<file path="config.mk">
export PLATFORM = sky130hd
export DESIGN_NAME = mdio_slave_regfile_flat
export DESIGN_NICKNAME = d
export VERILOG_FILES = /design/src/rtl/mdio_slave_regfile_pkg.sv /design/src/rtl/mdio_slave_regfile_if.sv /design/src/rtl/mdio_slave_regfile_regfile.sv /design/src/rtl/mdio_slave_regfile.sv /design/src/flat_wrapper.sv
export SDC_FILE = /design/constraint.sdc
export NUM_CORES = 1
export LEC_CHECK = 0
export CAP_MARGIN = 20
export CORE_AREA = 2 2 415 417
export DETAILED_ROUTE_END_ITERATION = 12
export DIE_AREA = 0 0 417 419
export PLACE_DENSITY_LB_ADDON = 0.1
export RECOVER_POWER = 50
export SLEW_MARGIN = 20
export SYNTH_ARGS = -nofsm -noshare
export SYNTH_HDL_FRONTEND = slang
export SYNTH_SLANG_ARGS = --single-unit
</file>
<file path="constraint.sdc">
create_clock -name mdc -period 2.7 [get_ports mdc]
set_input_delay 0.405 -clock mdc [delete_from_list [all_inputs] [get_ports mdc]]
set_output_delay 0.405 -clock mdc [all_outputs]
set_load 0.02 [all_outputs]
</file>
<file path="src/rtl/mdio_slave_regfile_pkg.sv">
// mdio_pkg: frame FSM states, ST/OP encodings and field widths shared by the MDIO slave.
package mdio_pkg;
  typedef enum logic [2:0] {PREAMBLE, START, HDR, TA0, TA1, DATA, ABORT} state_t;
  localparam logic [1:0] ST_C22 = 2'b01;
  localparam logic [1:0] ST_C45 = 2'b00;
  localparam logic [1:0] OP_ADDR = 2'b00;
  localparam logic [1:0] OP_WRITE = 2'b01;
  localparam logic [1:0] OP_C22_READ = 2'b10;
  localparam logic [1:0] OP_C45_READ_INC = 2'b10;
  localparam logic [1:0] OP_C45_READ = 2'b11;
  localparam int ADDR_BITS = 5;
  localparam int HDR_BITS = 12;
  localparam int DATA_BITS = 16;
endpackage

</file>
<file path="src/rtl/mdio_slave_regfile_if.sv">
// mdio_slave_regfile_if: split MDIO pad plus committed-write notification towards the PHY core.
interface mdio_slave_regfile_if;
  import mdio_pkg::*;
  logic mdio_in;
  logic mdio_out;
  logic mdio_oe;
  logic wr_strobe;
  logic [ADDR_BITS-1:0] wr_addr;
  logic [DATA_BITS-1:0] wr_data;
  modport slave (input mdio_in, output mdio_out, mdio_oe, wr_strobe, wr_addr, wr_data);
  modport master (output mdio_in, input mdio_out, mdio_oe, wr_strobe, wr_addr, wr_data);
endinterface

</file>
<file path="src/rtl/mdio_slave_regfile_regfile.sv">
// mdio_regfile: register storage, read-only muxing, write qualification and write strobe.
module mdio_regfile
  import mdio_pkg::*;
#(
  parameter int unsigned NUM_REGS = 32,
  parameter logic [31:0] RO_MASK = 32'h0000_0006
) (
  input  logic mdc,
  input  logic reset,
  input  logic [ADDR_BITS-1:0] rd_idx,
  output logic [DATA_BITS-1:0] rd_data,
  input  logic wr_req,
  input  logic [ADDR_BITS-1:0] wr_idx,
  input  logic [DATA_BITS-1:0] wr_val,
  input  logic [NUM_REGS*16-1:0] ro_data,
  output logic [NUM_REGS*16-1:0] reg_q,
  output logic wr_strobe,
  output logic [ADDR_BITS-1:0] wr_addr,
  output logic [DATA_BITS-1:0] wr_data
);
  localparam logic [31:0] IMPL = NUM_REGS >= 32 ? 32'hFFFF_FFFF : (32'd1 << NUM_REGS) - 32'd1;
  localparam logic [31:0] WR_MASK = IMPL & ~RO_MASK;
  logic [DATA_BITS-1:0] view [32];
  logic wr_ok;
  logic unused_ro;
  assign unused_ro = ^ro_data;
  assign wr_ok = wr_req && WR_MASK[wr_idx];
  assign rd_data = view[rd_idx];
  // all 32 addresses get a view entry so unimplemented ones read back as zero
  for (genvar g = 0; g < 32; g++) begin : g_reg
    if (g >= NUM_REGS) begin : g_none
      assign view[g] = '0;
    end else if (RO_MASK[g]) begin : g_ro
      assign view[g] = ro_data[g*16 +: 16];
      assign reg_q[g*16 +: 16] = '0;
    end else begin : g_rw
      logic [DATA_BITS-1:0] r;
      always_ff @(posedge mdc or negedge reset)
        if (!reset) r <= '0;
        else if (wr_ok && wr_idx == 5'(g)) r <= wr_val;
      assign view[g] = r;
      assign reg_q[g*16 +: 16] = r;
    end
  end
  always_ff @(posedge mdc or negedge reset)
    if (!reset) begin
      wr_strobe <= 1'b0;
      wr_addr <= '0;
      wr_data <= '0;
    end else begin
      wr_strobe <= wr_ok;
      if (wr_ok) begin
        wr_addr <= wr_idx;
        wr_data <= wr_val;
      end
    end
endmodule

</file>
<file path="src/rtl/mdio_slave_regfile.sv">
// mdio_slave_regfile: MDIO PHY-side slave decoding Clause 22 frames into a parametrised register file.
// Define MDIO_SLAVE_CLAUSE45_EN to also decode Clause 45 (ST=00) frames addressed to MMD_DEVAD.
module mdio_slave_regfile
  import mdio_pkg::*;
#(
  parameter int unsigned NUM_REGS = 32,
  parameter logic [31:0] RO_MASK = 32'h0000_0006,
  parameter int unsigned PREAMBLE_LEN = 32,
  parameter logic [4:0] MMD_DEVAD = 5'd1
) (
  input  logic mdc,
  input  logic reset,
  input  logic [4:0] phy_address,
  input  logic [NUM_REGS*16-1:0] ro_data,
  output logic [NUM_REGS*16-1:0] reg_q,
  mdio_slave_regfile_if.slave mdio
);
  localparam logic [5:0] PRE = 6'(PREAMBLE_LEN);
  state_t state, state_d;
  logic [5:0] cnt, cnt_d;
  logic [HDR_BITS-1:0] hdr, hdr_d;
  logic [DATA_BITS-1:0] sh, sh_d, rd_data, wr_val;
  logic [ADDR_BITS-1:0] idx;
  logic oe, oe_d, out, out_d, adr, adr_d, wr_req, is_rd, last;
  assign is_rd = hdr[11];
  assign last = cnt == 6'(DATA_BITS - 1);
  assign wr_val = {sh[14:0], mdio.mdio_in};
  assign mdio.mdio_oe = oe;
  assign mdio.mdio_out = out;
`ifdef MDIO_SLAVE_CLAUSE45_EN
  logic c45, c45_d;
  logic [15:0] mmd_addr, mmd_addr_d;
  assign idx = c45 ? mmd_addr[4:0] : hdr[4:0];
`else
  assign idx = hdr[4:0];
`endif
  always_ff @(posedge mdc or negedge reset)
    if (!reset) begin
      state <= PREAMBLE;
      cnt <= '0;
      hdr <= '0;
      sh <= '0;
      oe <= 1'b0;
      out <= 1'b1;
      adr <= 1'b0;
`ifdef MDIO_SLAVE_CLAUSE45_EN
      c45 <= 1'b0;
      mmd_addr <= '0;
`endif
    end else begin
      state <= state_d;
      cnt <= cnt_d;
      hdr <= hdr_d;
      sh <= sh_d;
      oe <= oe_d;
      out <= out_d;
      adr <= adr_d;
`ifdef MDIO_SLAVE_CLAUSE45_EN
      c45 <= c45_d;
      mmd_addr <= mmd_addr_d;
`endif
    end
  always_comb begin
    state_d = state;
    cnt_d = cnt;
    hdr_d = hdr;
    sh_d = sh;
    oe_d = oe;
    out_d = out;
    adr_d = adr;
    wr_req = 1'b0;
`ifdef MDIO_SLAVE_CLAUSE45_EN
    c45_d = c45;
    mmd_addr_d = mmd_addr;
`endif
    case (state)
      PREAMBLE: begin
        cnt_d = mdio.mdio_in ? (cnt == PRE ? cnt : cnt + 6'd1) : '0;
        state_d = (!mdio.mdio_in && cnt == PRE) ? START : PREAMBLE;
      end
      START: begin
`ifdef MDIO_SLAVE_CLAUSE45_EN
        state_d = HDR;
        c45_d = mdio.mdio_in == ST_C45[0];
`else
        state_d = mdio.mdio_in == ST_C22[0] ? HDR : ABORT;
`endif
      end
      HDR: begin
        hdr_d = {hdr[10:0], mdio.mdio_in};
        cnt_d = cnt + 6'd1;
        if (cnt == 6'(HDR_BITS - 1)) begin
          cnt_d = '0;
`ifdef MDIO_SLAVE_CLAUSE45_EN
          adr_d = hdr_d[9:5] == phy_address && (!c45 || hdr_d[4:0] == MMD_DEVAD);
          state_d = (!c45 && hdr_d[11:10] == OP_ADDR) ? ABORT : TA0;
`else
          adr_d = hdr_d[9:5] == phy_address;
          state_d = hdr_d[11:10] == OP_ADDR ? ABORT : TA0;
`endif
        end
      end
      TA0: begin
        state_d = (is_rd || mdio.mdio_in) ? TA1 : ABORT;
        oe_d = is_rd && adr;
        out_d = !(is_rd && adr);
        sh_d = rd_data;
      end
      TA1: begin
        state_d = (is_rd || !mdio.mdio_in) ? DATA : ABORT;
        out_d = oe ? sh[15] : 1'b1;
        sh_d = {sh[14:0], mdio.mdio_in};
      end
      DATA: begin
        // one shifter serves both directions: MSB drives the pad, LSB collects write data
        cnt_d = cnt + 6'd1;
        sh_d = {sh[14:0], mdio.mdio_in};
        out_d = oe ? sh[15] : 1'b1;
        if (last) begin
          state_d = PREAMBLE;
          cnt_d = '0;
          oe_d = 1'b0;
          out_d = 1'b1;
          wr_req = adr && hdr[11:10] == OP_WRITE;
`ifdef MDIO_SLAVE_CLAUSE45_EN
          if (c45 && adr && hdr[11:10] == OP_ADDR) mmd_addr_d = wr_val;
          if (c45 && adr && hdr[11:10] == OP_C45_READ_INC) mmd_addr_d = mmd_addr + 16'd1;
`endif
        end
      end
      default: begin
        state_d = PREAMBLE;
        cnt_d = '0;
        oe_d = 1'b0;
        out_d = 1'b1;
      end
    endcase
  end
  mdio_regfile #(.NUM_REGS(NUM_REGS), .RO_MASK(RO_MASK)) u_regfile (
    .mdc(mdc),
    .reset(reset),
    .rd_idx(idx),
    .rd_data(rd_data),
    .wr_req(wr_req),
    .wr_idx(idx),
    .wr_val(wr_val),
    .ro_data(ro_data),
    .reg_q(reg_q),
    .wr_strobe(mdio.wr_strobe),
    .wr_addr(mdio.wr_addr),
    .wr_data(mdio.wr_data)
  );
endmodule

</file>
<file path="src/flat_wrapper.sv">
// flat-port wrapper written by rule: the top's interface ports become plain ports
module mdio_slave_regfile_flat import mdio_pkg::*;
#(
  parameter int unsigned NUM_REGS = 32,
  parameter logic [31:0] RO_MASK = 32'h0000_0006,
  parameter int unsigned PREAMBLE_LEN = 32,
  parameter logic [4:0] MMD_DEVAD = 5'd1
)
  (mdc, reset, phy_address, ro_data, reg_q, mdio_mdio_in, mdio_mdio_out, mdio_mdio_oe, mdio_wr_strobe, mdio_wr_addr, mdio_wr_data);
  mdio_slave_regfile_if mdio_i ();
  input  logic mdc;
  input  logic reset;
  input  logic [4:0] phy_address;
  input  logic [NUM_REGS*16-1:0] ro_data;
  output logic [NUM_REGS*16-1:0] reg_q;
  input wire logic [$bits(mdio_i.mdio_in)-1:0] mdio_mdio_in;
  output wire logic [$bits(mdio_i.mdio_out)-1:0] mdio_mdio_out;
  output wire logic [$bits(mdio_i.mdio_oe)-1:0] mdio_mdio_oe;
  output wire logic [$bits(mdio_i.wr_strobe)-1:0] mdio_wr_strobe;
  output wire logic [$bits(mdio_i.wr_addr)-1:0] mdio_wr_addr;
  output wire logic [$bits(mdio_i.wr_data)-1:0] mdio_wr_data;
  assign mdio_i.mdio_in = mdio_mdio_in;
  assign mdio_mdio_out = mdio_i.mdio_out;
  assign mdio_mdio_oe = mdio_i.mdio_oe;
  assign mdio_wr_strobe = mdio_i.wr_strobe;
  assign mdio_wr_addr = mdio_i.wr_addr;
  assign mdio_wr_data = mdio_i.wr_data;
  mdio_slave_regfile #(.NUM_REGS(NUM_REGS), .RO_MASK(RO_MASK), .PREAMBLE_LEN(PREAMBLE_LEN), .MMD_DEVAD(MMD_DEVAD)) u_core (.mdc(mdc), .reset(reset), .phy_address(phy_address), .ro_data(ro_data), .reg_q(reg_q), .mdio(mdio_i));
endmodule
</file>
# Word level (Yosys, flattened, before mapping)
# Memory sizes are Yosys's and may differ from the RTL's.
# Index checks and enable logic that the tools add are counted.
[classes]
mux = 25
n_eq_ne = 42
magnitude_cmp = 2
bitwise_logic = 3
add_sub_neg = 1
n_reduce_logical = 50
[ops]
columns = ["cell", "n"]
rows = [
  ["16-bit binary-select mux with 5-bit select", 1],
  ["5-bit equality test (second input constant)", 16],
  ["5-bit by 4-bit equality test with 1-bit output (second input constant)", 8],
  ["1-bit logical AND", 34],
  ["16-bit 2-to-1 mux", 2],
  ["16-bit case mux with 2 select lines", 1],
  ["6-bit 2-to-1 mux", 4],
  ["6-bit case mux with 4 select lines", 1],
  ["5-bit by 3-bit equality test with 1-bit output (second input constant)", 4],
  ["3-bit case mux with 6 select lines", 1],
  ["6-bit by 4-bit equality test with 1-bit output (second input constant)", 2],
  ["3-bit 2-to-1 mux", 4],
  ["2-bit AND reduction", 4],
  ["1-bit 2-to-1 mux", 7],
  ["6-bit by 1-bit adder with 6-bit output (second input constant)", 1],
  ["3-bit by 2-bit equality test with 1-bit output (second input constant)", 2],
  ["3-bit equality test (second input constant)", 2],
  ["6-bit equality test (second input constant)", 1],
  ["6-bit greater-or-equal comparator (second input constant)", 1],
  ["5-bit by 6-bit < comparator with 1-bit output (second input constant)", 1],
  ["5-bit NOT with 6-bit output", 1],
  ["3-bit OR reduction", 2],
  ["5-bit by 2-bit equality test with 1-bit output (second input constant)", 1],
  ["5-bit equality test", 1],
  ["16 further kinds", 21],
]
[totals]
word_cells = 164
input_bits = 520
reg_bits = 542
rom_bits = 32
memories = 1
output_inout_bits = 536
[mem_list]
columns = ["name", "words", "width", "rd", "rd_ports_with_merged_regs", "write_ports", "line", "rtl"]
rows = [
  ["(no name shown)", 32, 1, 1, 0, 0, "mdio_slave_regfile_regfile.sv:27", "assign wr_ok = wr_req && WR_MASK[wr_idx];"],
]

# Depth between registers and ports, before layout
[logic_depth]
word_depth = 6
ltp_mapped = 10
mapped_depth_nobuf = 6

# By module
# From an unflattened synthesis, not the netlist that was laid out.
[hier_totals]
cells_unflattened = 1953
area_unflattened_um2 = 25927.4
[modules_own_cells]
columns = ["mod", "area_each_um2", "instances", "cells_each"]
rows = [
  ["mdio_regfile", 23855.4, 1, 1753],
  ["mdio_slave_regfile", 2072.0, 1, 200],
]

# Worst setup path after synthesis
# OpenSTA, ideal clock, no wires.
[synth_timing]
kind = "reg-to-reg"
startpoint = "register u_core.hdr[0]"
endpoint = "register u_core.u_regfile.g_reg[28].g_rw.r[10]"
n_path_buf = 5
setup_ns = 0.125
t_arrival_ns = 2.787
slack_ns = -0.212
synth_period_minus_slack_ns = 2.912
stages_incl_launch_ff = 11
cell_sequence = "dfrtp_1 buf_2 buf_4 buf_4 inv_1 clkbuf_1 ha_1 nand2_1 nor2_2 buf_6 mux2_2"
[synth_via]
elab_chain_len = 4
elab_cells_between_ends = 5
[synth_lines]
columns = ["element", "line", "rtl"]
rows = [
  ["from (decl)", "mdio_slave_regfile.sv:21", "logic [HDR_BITS-1:0] hdr, hdr_d;"],
  ["from (signal assigned)", "mdio_slave_regfile.sv:53", "hdr <= hdr_d;"],
  ["memory read 32 x 1 bit", "n/a", ""],
  ["1-bit 2-to-1 mux (implied by the code)", "mdio_slave_regfile_regfile.sv:27", ""],
  ["1-bit logical AND", "mdio_slave_regfile_regfile.sv:27", ""],
  ["1-bit logical AND (*)", "mdio_slave_regfile_regfile.sv:40", "else if (wr_ok && wr_idx == 5'(g)) r <= wr_val;"],
  ["to (signal assigned)", "mdio_slave_regfile_regfile.sv:40", ""],
  ["to (decl)", "mdio_slave_regfile_regfile.sv:37", "logic [DATA_BITS-1:0] r;"],
]
# Every way passes the cells marked *; elsewhere a longest branch is shown, timed or not. The select of a mux whose other input is x is not followed.
# A chain may end at the register's enable or synchronous reset.

# Final worst setup path
[layout_timing]
startpoint = "register u_core.cnt[1]"
endpoint = "register u_core.u_regfile.g_reg[28].g_rw.r[11]"
[layout_via]
elab_chain_len = 5
[layout_lines]
columns = ["element", "line", "rtl"]
rows = [
  ["from (decl)", "mdio_slave_regfile.sv:20", "logic [5:0] cnt, cnt_d;"],
  ["from (signal assigned)", "mdio_slave_regfile.sv:52", "cnt <= cnt_d;"],
  ["6-bit by 4-bit equality test with 1-bit output", "mdio_slave_regfile.sv:26", "assign last = cnt == 6'(DATA_BITS - 1);"],
  ["1-bit 2-to-1 mux", "mdio_slave_regfile.sv:119", "if (last) begin"],
  ["1-bit 2-to-1 mux", "mdio_slave_regfile.sv:76", "case (state)"],
  ["1-bit logical AND", "mdio_slave_regfile_regfile.sv:27", ""],
  ["1-bit logical AND", "mdio_slave_regfile_regfile.sv:40", ""],
]
# Every way passes these cells.

==> flow_summary.ini <==
[worst_setup_path]
crit_path_end_kind = flip-flop
slowest_stage = dfrtp_1
crit_arrival_ns = 3.13
cp_common_cell = buf_4
r2r_cells = 9
critPathRequiredTime_ns = 3.26
start_kind = flip-flop
crit_path_cell_trace = ha_1 > nand4bb_4 > nor4_4 > buf_12 > nand2_4 > nor2_4 > buf_4 > buf_4 > mux2_2
path_class = flip-flop to flip-flop
crit_fanout = 11
slowest_delay_ns = 0.39

[clock_network]
clk_latency_ns = 0.69
numCtsBuffers = 76
clock_path_buffers = 3
clkTransAtPathRegs_ns = 0.06
cts_htree_levels = 3
cts_root_buf = clkbuf_16
cts_tree = built
cts_sinks = 542

[yosys]
netlist_instances = 1756
syn_avg_cell_area_um2 = 15.0
yosysUniqueCellTypes = 68
ys_seq_area_share_pct = 51.5
ys.flop_type = dfrtp_1
synthArstFlopShare_pct = 100
synth_seq_cells = 542
synth_edf_count = 0
syn_area_um2 = 26300
yosys_warnings = 0

[cells_and_area]
syn_to_final_growth_pct = 44.5
final_cells = 4695
nNetsFinal = 2924
final_area_um2 = 38100
layout_common_cells = 537 x dfrtp_1, 385 x mux2_2, 322 x clkdlybuf4s50_1
final_common_cell = dfrtp_1
layout-drive-gt1-share_pct = 38.1

[pwr]
ir_drop_mv = 0.569
leakage_nw = 17.4
p_per_area_nw_per_um2 = 692

[grt]
globalRouteOverflowTotal = 0
grt_antenna_before_repair = 7
grt_pass1_wl_um = 182000
grt_pass1_vias = 19700
grtUsageTotal_pct = 15.2
grt_start_max_net_pins = 61

[detailed_routing]
vias = 18200
antenna_left = 0
avgViaCountPerCell = 3.88
wl_um = 134000
drtPass1Iterations = 5
drt_iter0_drc = 1045
drc = 0
wl_per_cell_um = 28.5

[placed_design]
place_hpwl_um = 102000
placedCellCount = 4550
gp_congestion = 0.762
dpl-instance-area_um2 = 35500
portBuffers = 543
place_ws_ns = -0.0444

[timing]
rsz0062_at_grt = false
relSlewSlack_pct = -36.2
setup_ws_ns = 0.135
clock.fmax_mhz = 390
period_needed_ns = 2.56
tightest_slew_ns = 2.04
fin_crit_sh_pct = 95.0
hold_violations = 0
maxSlewViolCount = 49
finalSetupViolations = 0
skew_ns = 0.0343

[die]
pin_count = 1056
core_um2 = 171000
die_area_um2 = 175000
num_rows = 152
initial_core_util_pct = 15.4
die_w_um = 417
die-height_um = 419

[run_status]
violations = capacitance limit, slew limit
outcome = complete, but fails checks

[hold_path]
hold_path.class = primary input to flip-flop
hold_depth = 3

[flow_run]
maxCapViolations = 1
-- worst max-delay path, delay by kind of cell (launching register included) --
kind	cells	cell delay [ns]
DFF	1	0.39
muxes	1	0.33
adders and majority gates	1	0.30
buffers and inverters	3	0.55
and+or+nand+nor	4	0.84
-- final cells by class --
class,instances,area (um2)
fill,18000,133000
sequential,542,13600
multi-input combinational,1057,11700
timing repair buffer,712,7310
tap,2233,2790
clock buffer,106,2230
clock inverter,34,395
inverter,9,33.8
antenna,2,5.00
-- per-layer routing --
| layer | track usage (%) | routed length [um] |
|---|---|---|
| met5 | 0 | 13 |
| met4 | 5.66 | 4770 |
| met3 | 3.34 | 6580 |
| met2 | 27.0 | 68900 |
| met1 | 17.7 | 53700 |
-- kinds of logic (layout without fill, tap and decap cells) --
| logic type | after synthesis | in the layout | synth area share [%] |
|---|---|---|---|
| mux | 660 | 660 | 33.8 |
| flops | 542 | 542 | 51.5 |
| simple gates | 191 | 191 | 5.24 |
| buf+inv | 188 | 861 | 4.66 |
| compound gates | 162 | 162 | 4.34 |
| fa+ha+maj | 6 | 6 | 0.285 |
| xor+xnor | 6 | 6 | 0.199 |
| other cells | 1 | 34 | 0.0142 |
-- power by group --
group          switching, mW  total [mW]  internal [mW]
logic                   4.49        6.73           2.24
registers              0.556        8.93           8.37
clock network           4.23        10.7           6.45
total                   9.28        26.3           17.1
-- flip-flops by register name, summed over array words and instances (netlist names) --
signal,count
u_core.hdr,12
u_core.sh,16
u_core.cnt,6
u_core.state,3
u_core.adr,1
u_core.u_regfile.g.g_rw.r,480
u_core.u_regfile.wr_strobe,1
u_core.u_regfile.wr_data,16
u_core.mdio.mdio_out,1
u_core.mdio.mdio_oe,1
u_core.u_regfile.wr_addr,5
-- metrics by stage --
step / hold slack [ns] / TNS (ns) / total power, mW / util [%]
final: 0.140 / 0 / 26.3 / 22.3
after global routing: 0.100 / 0 / 27.7 / 22.3
after CTS: 0.0519 / -0.00304 / 27.1 / 22.4
after detailed placement: 0.492 / -0.342 / 16.1 / 20.8
after global placement: 0.486 / -0.337 / 16.1 / 20.8
after floorplan: 0.109 / -0.00748 / 12.7 / -
-- what timing repair did --
action / 4_1_cts / 5_1_grt
setup endpoints to repair: 16 / 81
endpoints found under the hold margin: 36 / 0
buffers inserted: 2 / 0
gates resized for setup: 0 / 1
hold buffers: 1 / 0
pin swaps: 1 / 1
-- Yosys cell counts (all sizes together), types with 5 or more instances --
master | count | area (um2)
buf | 105 | 917
nand2b | 9 | 56.3
o221ai | 5 | 43.8
mux4 | 103 | 2320
o211ai | 11 | 82.6
nand2 | 56 | 267
a31oi | 12 | 90.1
or3 | 11 | 68.8
a221oi | 12 | 105
nor3 | 5 | 30.0
a21boi | 5 | 37.5
clkbuf | 74 | 278
dfrtp | 541 | 13500
a22o | 6 | 52.6
nor2b | 14 | 87.6
nand3 | 10 | 75.1
a22oi | 21 | 158
inv | 9 | 33.8
o22ai | 22 | 138
a21oi | 20 | 100
a211oi | 13 | 97.6
mux2 | 506 | 6070
nor4 | 9 | 71.3
o21ai | 19 | 95.1
mux2i | 51 | 510
nand4 | 5 | 91.3
ha | 6 | 75.1
nor2 | 58 | 508
-- final timing paths --
kind | slack (ns) | startpoint | end
setup / recovery | 0.14 | u_core.cnt[1]$_DFFE_PN0P_ | u_core.u_regfile.g_reg[28].g_rw.r[11]$_DFFE_PN0P_
hold reg to reg | 0.50 | u_core.u_regfile.wr_data[9]$_DFFE_PN0P_ | u_core.u_regfile.wr_data[9]$_DFFE_PN0P_
hold / removal | 0.14 | mdio_mdio_in | u_core.state[1]$_DFFE_PN0P_
max in group asynchronous | 0.36 | reset | u_core.u_regfile.g_reg[21].g_rw.r[1]$_DFFE_PN0P_
min in group asynchronous | 0.88 | reset | u_core.u_regfile.g_reg[4].g_rw.r[5]$_DFFE_PN0P_
setup reg to reg | 0.14 | u_core.cnt[1]$_DFFE_PN0P_ | u_core.u_regfile.g_reg[28].g_rw.r[11]$_DFFE_PN0P_
(Power assumes the default switching activity.)
